$ cat src/rtl/seg_pkg.sv
// rtl/seg_pkg.sv - active-low seven-segment patterns shared with the hex encoder
package seg_pkg;

  localparam int NIBBLE_W = 4;
  localparam int SEG_W    = 7;

  // bit 6 = segment g ... bit 0 = segment a, 0 lights the segment
  localparam logic [SEG_W-1:0] SEG_PAT_0 = 7'b1000000;
  localparam logic [SEG_W-1:0] SEG_PAT_1 = 7'b1111001;
  localparam logic [SEG_W-1:0] SEG_PAT_2 = 7'b0100100;
  localparam logic [SEG_W-1:0] SEG_PAT_3 = 7'b0110000;
  localparam logic [SEG_W-1:0] SEG_PAT_4 = 7'b0011001;
  localparam logic [SEG_W-1:0] SEG_PAT_5 = 7'b0010010;
  localparam logic [SEG_W-1:0] SEG_PAT_6 = 7'b0000010;
  localparam logic [SEG_W-1:0] SEG_PAT_7 = 7'b1111000;
  localparam logic [SEG_W-1:0] SEG_PAT_8 = 7'b0000000;
  localparam logic [SEG_W-1:0] SEG_PAT_9 = 7'b0010000;
  localparam logic [SEG_W-1:0] SEG_PAT_A = 7'b0001000;
  localparam logic [SEG_W-1:0] SEG_PAT_B = 7'b0000011;
  localparam logic [SEG_W-1:0] SEG_PAT_C = 7'b1000110;
  localparam logic [SEG_W-1:0] SEG_PAT_D = 7'b0100001;
  localparam logic [SEG_W-1:0] SEG_PAT_E = 7'b0000110;
  localparam logic [SEG_W-1:0] SEG_PAT_F = 7'b1111111;

  // The encoder shows F as a dark digit, so blank and F share one pattern
  localparam logic [SEG_W-1:0] SEG_BLANK = SEG_PAT_F;

endpackage

$ cat src/rtl/seg_scan_decoder_if.sv
// rtl/seg_scan_decoder_if.sv - display bus snoop inputs and decoded result outputs
interface seg_scan_decoder_if #(
  parameter int NDIG = 8
);
  import seg_pkg::*;

  localparam int IW = (NDIG > 1) ? $clog2(NDIG) : 1;

  logic [NDIG-1:0]          an_n;
  logic [SEG_W-1:0]         seg_n;
  logic                     clear;
  logic [NIBBLE_W*NDIG-1:0] values;
  logic [NDIG-1:0]          valid;
  logic                     err_pulse;
  logic [IW-1:0]            err_digit;
  logic                     frame_done;

  modport master (
    output an_n, seg_n, clear,
    input  values, valid, err_pulse, err_digit, frame_done
  );

  modport slave (
    input  an_n, seg_n, clear,
    output values, valid, err_pulse, err_digit, frame_done
  );

endinterface

$ cat src/rtl/seg_pattern_lookup.sv
// rtl/seg_pattern_lookup.sv - combinational segment pattern to nibble decode
module seg_pattern_lookup
  import seg_pkg::*;
(
  input  logic [SEG_W-1:0]    seg_n,
  output logic [NIBBLE_W-1:0] nibble,
  output logic                legal
);

  always_comb begin
    nibble = '0;
    legal  = 1'b1;
    case (seg_n)
      SEG_PAT_0: nibble = 4'h0;
      SEG_PAT_1: nibble = 4'h1;
      SEG_PAT_2: nibble = 4'h2;
      SEG_PAT_3: nibble = 4'h3;
      SEG_PAT_4: nibble = 4'h4;
      SEG_PAT_5: nibble = 4'h5;
      SEG_PAT_6: nibble = 4'h6;
      SEG_PAT_7: nibble = 4'h7;
      SEG_PAT_8: nibble = 4'h8;
      SEG_PAT_9: nibble = 4'h9;
      SEG_PAT_A: nibble = 4'hA;
      SEG_PAT_B: nibble = 4'hB;
      SEG_PAT_C: nibble = 4'hC;
      SEG_PAT_D: nibble = 4'hD;
      SEG_PAT_E: nibble = 4'hE;
      SEG_PAT_F: nibble = 4'hF;
      default:   legal  = 1'b0;
    endcase
  end

endmodule

$ cat src/rtl/seg_scan_decoder.sv
// rtl/seg_scan_decoder.sv - recovers per-digit nibbles from a multiplexed active-low display
module seg_scan_decoder
  import seg_pkg::*;
#(
  parameter int NDIG   = 8,
  parameter int STABLE = 4
) (
  input  logic               clk,
  input  logic               clrn,
  seg_scan_decoder_if.slave  bus
);

  localparam int IW = (NDIG > 1) ? $clog2(NDIG) : 1;
  localparam int CW = $clog2(STABLE);
  localparam logic [CW-1:0] CNT_MAX = CW'(STABLE - 1);

  logic [NDIG-1:0]          an_q, an_p;
  logic [SEG_W-1:0]         seg_q, seg_p;
  logic [CW-1:0]            cnt;
  logic                     captured;
  logic [NDIG-1:0]          mask;
  logic [NIBBLE_W*NDIG-1:0] values_r;
  logic [NDIG-1:0]          valid_r;
  logic                     err_pulse_r;
  logic [IW-1:0]            err_digit_r;
  logic                     frame_done_r;

  int                       zeros;
  logic [IW-1:0]            idx;
  logic                     active;
  logic                     same;
  logic [CW-1:0]            cnt_next;
  logic                     capture;
  logic [NIBBLE_W-1:0]      nib;
  logic                     legal;
  logic [NDIG-1:0]          mask_next;

  seg_pattern_lookup u_lookup (
    .seg_n  (seg_q),
    .nibble (nib),
    .legal  (legal)
  );

  // Only a single selected anode names a digit; idle and ghosted multi-selects are ignored
  always_comb begin
    zeros = 0;
    idx   = '0;
    for (int i = NDIG - 1; i >= 0; i--) begin
      if (!an_q[i]) begin
        zeros = zeros + 1;
        idx   = IW'(i);
      end
    end
    active = (zeros == 1);
  end

  // Capture fires on the edge where the counter lands on STABLE-1 with a fresh dwell
  always_comb begin
    same      = (an_q == an_p) && (seg_q == seg_p);
    cnt_next  = '0;
    if (same) cnt_next = (cnt == CNT_MAX) ? cnt : cnt + 1'b1;
    capture   = active && same && (cnt_next == CNT_MAX) && !captured;
    mask_next = mask | (NDIG'(1) << idx);
  end

  always_ff @(posedge clk or negedge clrn) begin
    if (!clrn) begin
      an_q         <= '0;
      an_p         <= '0;
      seg_q        <= '0;
      seg_p        <= '0;
      cnt          <= '0;
      captured     <= 1'b0;
      mask         <= '0;
      values_r     <= '0;
      valid_r      <= '0;
      err_pulse_r  <= 1'b0;
      err_digit_r  <= '0;
      frame_done_r <= 1'b0;
    end else begin
      an_q         <= bus.an_n;
      seg_q        <= bus.seg_n;
      an_p         <= an_q;
      seg_p        <= seg_q;
      err_pulse_r  <= 1'b0;
      frame_done_r <= 1'b0;

      if (!active) begin
        cnt      <= '0;
        captured <= 1'b0;
      end else begin
        cnt <= cnt_next;
        if (!same)        captured <= 1'b0;
        else if (capture) captured <= 1'b1;
      end

      if (capture) begin
        if (legal) begin
          values_r[NIBBLE_W*int'(idx) +: NIBBLE_W] <= nib;
        end else begin
          err_pulse_r <= 1'b1;
          err_digit_r <= idx;
        end
      end

      // clear beats a coincident capture for flags and frame tracking, not for values
      if (bus.clear) begin
        valid_r <= '0;
        mask    <= '0;
      end else if (capture) begin
        valid_r[idx] <= legal;
        if (&mask_next) begin
          frame_done_r <= 1'b1;
          mask         <= '0;
        end else begin
          mask <= mask_next;
        end
      end
    end
  end

  assign bus.values     = values_r;
  assign bus.valid      = valid_r;
  assign bus.err_pulse  = err_pulse_r;
  assign bus.err_digit  = err_digit_r;
  assign bus.frame_done = frame_done_r;

endmodule

$ cat src/flat_wrapper.sv
// flat-port wrapper written by rule: the top's interface ports become plain ports
module seg_scan_decoder_flat import seg_pkg::*;
#(
  parameter int NDIG   = 8,
  parameter int STABLE = 4
)
  (clk, clrn, bus_an_n, bus_seg_n, bus_clear, bus_values, bus_valid, bus_err_pulse, bus_err_digit, bus_frame_done);
  seg_scan_decoder_if #(.NDIG(NDIG)) bus_i ();
  input  logic clk;
  input  logic clrn;
  input wire logic [$bits(bus_i.an_n)-1:0] bus_an_n;
  input wire logic [$bits(bus_i.seg_n)-1:0] bus_seg_n;
  input wire logic [$bits(bus_i.clear)-1:0] bus_clear;
  output wire logic [$bits(bus_i.values)-1:0] bus_values;
  output wire logic [$bits(bus_i.valid)-1:0] bus_valid;
  output wire logic [$bits(bus_i.err_pulse)-1:0] bus_err_pulse;
  output wire logic [$bits(bus_i.err_digit)-1:0] bus_err_digit;
  output wire logic [$bits(bus_i.frame_done)-1:0] bus_frame_done;
  assign bus_i.an_n = bus_an_n;
  assign bus_i.seg_n = bus_seg_n;
  assign bus_i.clear = bus_clear;
  assign bus_values = bus_i.values;
  assign bus_valid = bus_i.valid;
  assign bus_err_pulse = bus_i.err_pulse;
  assign bus_err_digit = bus_i.err_digit;
  assign bus_frame_done = bus_i.frame_done;
  seg_scan_decoder #(.NDIG(NDIG), .STABLE(STABLE)) u_core (.clk(clk), .clrn(clrn), .bus(bus_i));
endmodule
$ cat config.mk
export PLATFORM = sky130hd
export DESIGN_NAME = seg_scan_decoder_flat
export DESIGN_NICKNAME = d
export VERILOG_FILES = /design/src/rtl/seg_pkg.sv /design/src/rtl/seg_scan_decoder_if.sv /design/src/rtl/seg_pattern_lookup.sv /design/src/rtl/seg_scan_decoder.sv /design/src/flat_wrapper.sv
export SDC_FILE = /design/constraint.sdc
export NUM_CORES = 1
export LEC_CHECK = 0
export ABC_AREA = 0
export CORE_MARGIN = 2
export CORE_UTILIZATION = 55
export DETAILED_ROUTE_END_ITERATION = 12
export PLACE_DENSITY = 0.88
export SLEW_MARGIN = 20
export SYNTH_ARGS = -nofsm -noshare
export SYNTH_HDL_FRONTEND = slang
export SYNTH_SLANG_ARGS = --single-unit
$ cat constraint.sdc
create_clock -name clk -period 9.3 [get_ports clk]
set_clock_uncertainty 0.2 [all_clocks]
set_input_delay 1.86 -clock clk [delete_from_list [all_inputs] [get_ports clk]]
set_output_delay 1.86 -clock clk [all_outputs]
set_load 0.01 [all_outputs]
# After elaboration in Yosys (flattened, before gate mapping)

Cells that the tools add are included.
Widths: inputs -> output; s select.

Shift operators: 3
Reduce and logical (&&, ||, !) cells: 12
Order comparisons: 2
Divide/modulo/power cells: 0
Bitwise operators: 2
Multiply operators: 0
Equality and inequality tests: 21
Mux-type cells: 38
Add/subtract/negate cells: 9

Operators with widths:

| operator                | count |
|---|---|
| $mux 32                 | 7 |
| $add 32x2->32 const B   | 6 |
| $pmux 4 s15             | 1 |
| $mux 8                  | 5 |
| $eq 7x7->1 const B      | 5 |
| $neg 5->33              | 1 |
| $shift 4x33->32 const A | 1 |
| $shiftx 4x33->32        | 1 |
| $bwmux 32               | 1 |
| $eq 32x2->1 const B     | 1 |
| $mux 3                  | 8 |
| $eq 7x5->1 const B      | 3 |
| $eq 7x6->1 const B      | 3 |
| $reduce_or 16->1        | 1 |
| $eq 7x2->1 const B      | 2 |
| $mux 1                  | 11 |
| $bwmux 8                | 1 |
| $eq 8x8->1              | 1 |
| $or 8x8->8              | 1 |
| $reduce_and 8->1        | 1 |
| $shl 1x3->8 const A     | 1 |
| $eq 7x3->1 const B      | 1 |
| $eq 7x4->1 const B      | 1 |
| $eq 7x7->1              | 1 |
| other kinds (14)        | 22 |

Bits in latches: 0
Flip-flop bits (word level): 86
Memories: 0
ROM bits: 0
Output and inout port bits: 45
Word-level logic and storage cells: 99
Bits of input ports: 18
Memory bits (writable): 0

# Longest topological paths before layout

Depth after elaboration: 22
Depth in mapped cells: 28
Depth with buffers taken out: 27

# Modules after synthesis

Synthesis repeated with hierarchy kept, for this count alone.

Cells, all modules: 429
Area total of the unflattened synthesis: 4699.5 µm²

Modules (own cells, without submodules):

| module             | sequential area each (µm²) | area each (µm²) | cells an instance | times used |
|---|---|---|---|---|
| seg_scan_decoder   | 2152.1                     | 4335.4          | 376               | 1 |
| seg_pattern_lookup | 0.0                        | 364.1           | 53                | 1 |

# Worst setup path after synthesis

OpenSTA, ideal clock, no wires.

Path type: reg2reg
Start: register u_core.an_q[6]
End: register u_core.err_digit_r[0], in the netlist u_core.bus.err_digit[0]
Required time: 8.975 ns
Stages on the path, launching flop included: 27
Path buffers: 0
Arrival time: 5.221 ns
Path slack: 3.754 ns
Setup time: 0.125 ns
Clock period less this slack: 5.546 ns
Cell sequence: dfrtp_1 inv_1 ha_1 xnor2_1 ha_1 nor2_1 a31oi_1 ha_1 nand2b_1 nand2_1 ha_1 nor2_1 a21oi_1 a21oi_1 inv_1 ha_1 nor2_1 a21oi_1 ha_1 nor2b_1 xnor2_1 xnor2_1 or3_1 a21o_1 or3_4 or2_4 mux2_4

Cells in the longest elaborated chain, start to end: 18
Elaborated cells between the ends (all ways): 29
Classes of those cells: add/sub: 6; eq/ne: 3; mux: 15; reduce/logical: 5

Ends and longest elaborated chain:

| item                              | line                    | source |
|---|---|---|
| start: declaration                | seg_scan_decoder.sv:17  | `logic [NDIG-1:0] an_q, an_p;` |
| start signal: assignment          | seg_scan_decoder.sv:81  | `an_q <= bus.an_n;` |
| $mux 32                           | seg_scan_decoder.sv:49  | `if (!an_q[i]) begin` |
| $add 32x2->32                     | seg_scan_decoder.sv:50  | `zeros = zeros + 1;` |
| $mux 32                           | seg_scan_decoder.sv:49  |  |
| $add 32x2->32                     | seg_scan_decoder.sv:50  |  |
| $mux 32                           | seg_scan_decoder.sv:49  |  |
| $add 32x2->32                     | seg_scan_decoder.sv:50  |  |
| $mux 32                           | seg_scan_decoder.sv:49  |  |
| $add 32x2->32                     | seg_scan_decoder.sv:50  |  |
| $mux 32                           | seg_scan_decoder.sv:49  |  |
| $add 32x2->32                     | seg_scan_decoder.sv:50  |  |
| $mux 32                           | seg_scan_decoder.sv:49  |  |
| $add 32x2->32                     | seg_scan_decoder.sv:50  |  |
| $mux 32                           | seg_scan_decoder.sv:49  |  |
| $eq 32x2->1                       | seg_scan_decoder.sv:54  | `active = (zeros == 1);` |
| $logic_and 1x1->1 (3 in series)   | seg_scan_decoder.sv:62  | `capture = active && same && (cnt_next == CNT_MAX) && !captured;` |
| $reduce_and 2->1 (no source line) | n/a                     |  |
| end signal: assignment            | seg_scan_decoder.sv:102 | `err_digit_r <= idx;` |
| end: declaration                  | seg_scan_decoder.sv:25  | `logic [IW-1:0] err_digit_r;` |

Parallel ways exist; a longest one is shown, timed or not.
A chain may end at the register's enable or synchronous reset.

# Worst setup path after layout

Start: register u_core.an_q[6]
End: register u_core.values_r[11], in the netlist u_core.bus.values[11]

Cells in the longest elaborated chain, start to end: 18
Elaborated cells between the ends (all ways): 33
Classes of those cells: add/sub: 7; eq/ne: 3; shift: 2; mux: 16; reduce/logical: 5

Ends and longest elaborated chain:

| item                              | line                   | source |
|---|---|---|
| $mux 32                           | seg_scan_decoder.sv:49 |  |
| $add 32x2->32                     | seg_scan_decoder.sv:50 |  |
| $mux 32                           | seg_scan_decoder.sv:49 |  |
| $add 32x2->32                     | seg_scan_decoder.sv:50 |  |
| $mux 32                           | seg_scan_decoder.sv:49 |  |
| $add 32x2->32                     | seg_scan_decoder.sv:50 |  |
| $mux 32                           | seg_scan_decoder.sv:49 |  |
| $add 32x2->32                     | seg_scan_decoder.sv:50 |  |
| $mux 32                           | seg_scan_decoder.sv:49 |  |
| $add 32x2->32                     | seg_scan_decoder.sv:50 |  |
| $mux 32                           | seg_scan_decoder.sv:49 |  |
| $add 32x2->32                     | seg_scan_decoder.sv:50 |  |
| $mux 32                           | seg_scan_decoder.sv:49 |  |
| $eq 32x2->1                       | seg_scan_decoder.sv:54 |  |
| $logic_and 1x1->1 (3 in series)   | seg_scan_decoder.sv:62 |  |
| $reduce_and 2->1 (no source line) | n/a                    |  |
| end signal: indexed assignment    | seg_scan_decoder.sv:99 | `values_r[NIBBLE_W*int'(idx) +: NIBBLE_W] <= nib;` |
| end: declaration                  | seg_scan_decoder.sv:22 | `logic [NIBBLE_W*NDIG-1:0] values_r;` |

Parallel ways exist; a longest one is shown, timed or not.

==> flow_summary.ini <==
[outcome]
status = completed

[clock_tree]
clock-root-buffer = clkbuf_8
cts_hold_buffers = 0
cts_setup_buffers = 0
cts.clk_slew.worst_paths_ps = 90
clock_path_buffers = 2
cts_resized = 0
cts_tree = done
clk_latency_ps = 370
cts_sinks = 86
htree_levels = 3
cts_buffers = 9

[detailed_routing]
dr.pass1.iters = 4
initialDrtViolationCount = 262
ant_nets = 0
wl_per_cell_um = 17.0
vias_per_cell = 5.80
vias = 3477
wl_um = 10200
drc = 0

[timing]
tns_ps = 0
finalSetupViolCount = 0
min_period_ps = 6370
max_freq_mhz = 157
slew_violations = 0
finalCritPeriodShare_pct = 68.5
fin_ws_ps = 2930
worst_slew_pin_slew_ps = 897
fin_hold_ws_ps = 266
slew_headroom_pct = 39.9
hold_violations = 0
rsz0062_at_grt = false

[power_and_ir_drop]
p_clk_share_pct = 34.5
p_comb_share_pct = 17.6
power_switching_mw = 0.237
switching_share_pct = 28.9
power_density_mw_per_mm2 = 148
leakagePower_nw = 2.39
power_frac_seq_pct = 47.9
p_int_mw = 0.583
ir_drop_v = 0.0000906

[floorplanning]
die_w_um = 95.9
die_h_um = 95.9
core_area_mm2 = 0.00822
dieArea_mm2 = 0.00920
initial_core_util_pct = 56.6
num_io_pins = 63
rows = 33

[final_layout]
nFillCells = 595
fin_util_pct = 67.3
seq_area_mm2 = 0.00215
area_growth_pct = 19.0
diodes = 0
multiInputGateArea_mm2 = 0.00232
fin_nets = 521
layout_commonest_cell = dfrtp_1
mostFrequentLayoutCells = 86 x dfrtp_1, 61 x clkdlybuf4s50_1, 38 x nor2_1
drive_gt1_share_pct = 13.2
post-route-cell-area_mm2 = 0.00553

[synthesis]
syn_area_mm2 = 0.00465
ys_ff_latch = 86
ys_warn_count = 0
syn_nets = 466
syn_inst = 434
synth_edf_count = 0
ys_seq_area_share_pct = 46.3
synth_cell_type_count = 67
synthFlopType = dfrtp_1
ys_async_sr_fraction_pct = 100
avgSynthCellArea_um2 = 10.7

[placed_design]
dpl.hpwl_um = 7350
pre_cts_ws_ps = 3030
port_buffers = 62
dpl_cell_area_mm2 = 0.00531
gp_congestion = 0.833

[grt]
gr-total-overflow = 0
grt_usage_pct = 24.0
grt_pass1_vias = 3470
grt_pass1_wl_um = 16700
antenna_found_initial = 0
grt_max_degree = 87

[worst_setup_path]
cp_top_family = simple AND/OR/NAND/NOR gates
worst_setup_path_end_kind = register
worstPathMaxFanout = 6
cp.buffers_inverters = 2
crit_arrival_ps = 6430
rr_worst_depth = 26
critPathKind = reg2reg
startpoint_type = register
slowest_delay_ps = 490
crit_slowest_cell = nor4_2
critPathRequiredTime_ps = 9360
worst_path_most_repeated_cell = ha_1
path_depth = 26

[flow_run]
drv_cap = 0

[worst_hold_path]
hp-class = reg2reg
hold-path-cell-count = 0
-- Yosys cell counts, drive strengths merged (12+ instances only) --
library cell,n,area share [%]
ha,14,3.8
nand4,13,1.9
nor4,12,1.8
mux2,28,7.0
dfrtp,86,46
mux2i,14,3.0
nand2b,16,2.2
nand2,19,1.5
xnor2,14,3.0
a21oi,17,1.8
clkbuf,13,1.1
nor2,38,3.1
nand3,15,1.9
inv,20,1.6
xor2,13,2.6
-- worst reg2reg max path, stage by stage (launching register included) --
cell and delay, ps:
dfrtp_1 440, inv_1 70, ha_1 360, xnor2_1 180, ha_1 320, nor2_1 50, a31oi_1 250, ha_1 290
nand2b_1 110, nand2_1 60, ha_1 270, nor2_1 100, a21oi_1 50, a21oi_1 380, inv_1 100, ha_1 320
nor2_1 120, a21oi_1 60, ha_1 210, nor2b_1 140, xnor2_1 270, xnor2_1 140, or3_1 380, a21o_1 240
nor4_2 490, nand4_1 320, mux2_2 360
-- logic make-up after synthesis --
family,after synthesis,share of synthesized area [%]
buffers and inverters,41,3.80
adders and majority gates,14,3.77
xor gates and xnor gates,30,7.11
muxes,42,10.0
and+or+nand+nor,162,20.1
AOI/OAI and AO/OA,59,8.83
DFF,86,46.3
-- area by class of cell --
cell class	instances	share of cell area, %
inverter	22	1.52
sequential	86	38.9
multi-input combinational	307	41.9
clock buffer	11	2.74
timing repair buffer	63	11.4
clock inverter	5	1.18
tap	105	2.38
-- path summary, 6_finish.rpt --
kind                            slack [ps]                    end      startpoint
worst max-delay path                  2930  u_core.bus.values[11]  u_core.an_q[6]
worst min-delay path                   270         u_core.an_p[7]  u_core.an_q[7]
worst max register to register        2930  u_core.bus.values[11]  u_core.an_q[6]
worst min register to register         270         u_core.an_p[7]  u_core.an_q[7]
max in group asynchronous             7060  u_core.bus.frame_done            clrn
min in group asynchronous             1320         u_core.an_q[3]            clrn
-- flip-flops by register name (all words and copies together), names as in the netlist --
| register | flops |
|---|---|
| u_core.seg_p | 7 |
| u_core.bus.frame_done | 1 |
| u_core.seg_q | 7 |
| u_core.captured | 1 |
| u_core.mask | 8 |
| u_core.cnt | 2 |
| u_core.an_p | 8 |
| u_core.bus.values | 32 |
| u_core.bus.valid | 8 |
| u_core.an_q | 8 |
| u_core.bus.err_pulse | 1 |
| u_core.bus.err_digit | 3 |
-- through the flow --
| step | std cells | power [mW] |
|---|---|---|
| 2_1_floorplan | 434 | 0.507 |
| 3_3_place_gp | 583 | 0.537 |
| 3_5_place_dp | 583 | 0.542 |
| 4_1_cts | 599 | 0.821 |
| 5_1_grt | 599 | 0.860 |
| 6_report | 599 | 0.820 |
-- power by group through the flow --
stage               logic (mW)  clock network, mW  registers (mW)
CTS                      0.143              0.285           0.393
global placement         0.137                  0           0.400
global route             0.162              0.303           0.395
floorplan                0.115                  0           0.392
detailed placement       0.142                  0           0.400
finish                   0.144              0.283           0.393
-- layer usage --
layer / track usage [%] / share of wire (%)
met2: 38.1 / 50
met5: 0 / 0
met1: 32.7 / 43
met4: 8.57 / 2.1
met3: 5.01 / 4.6
No activity file was read; power rests on OpenSTA's default activity.
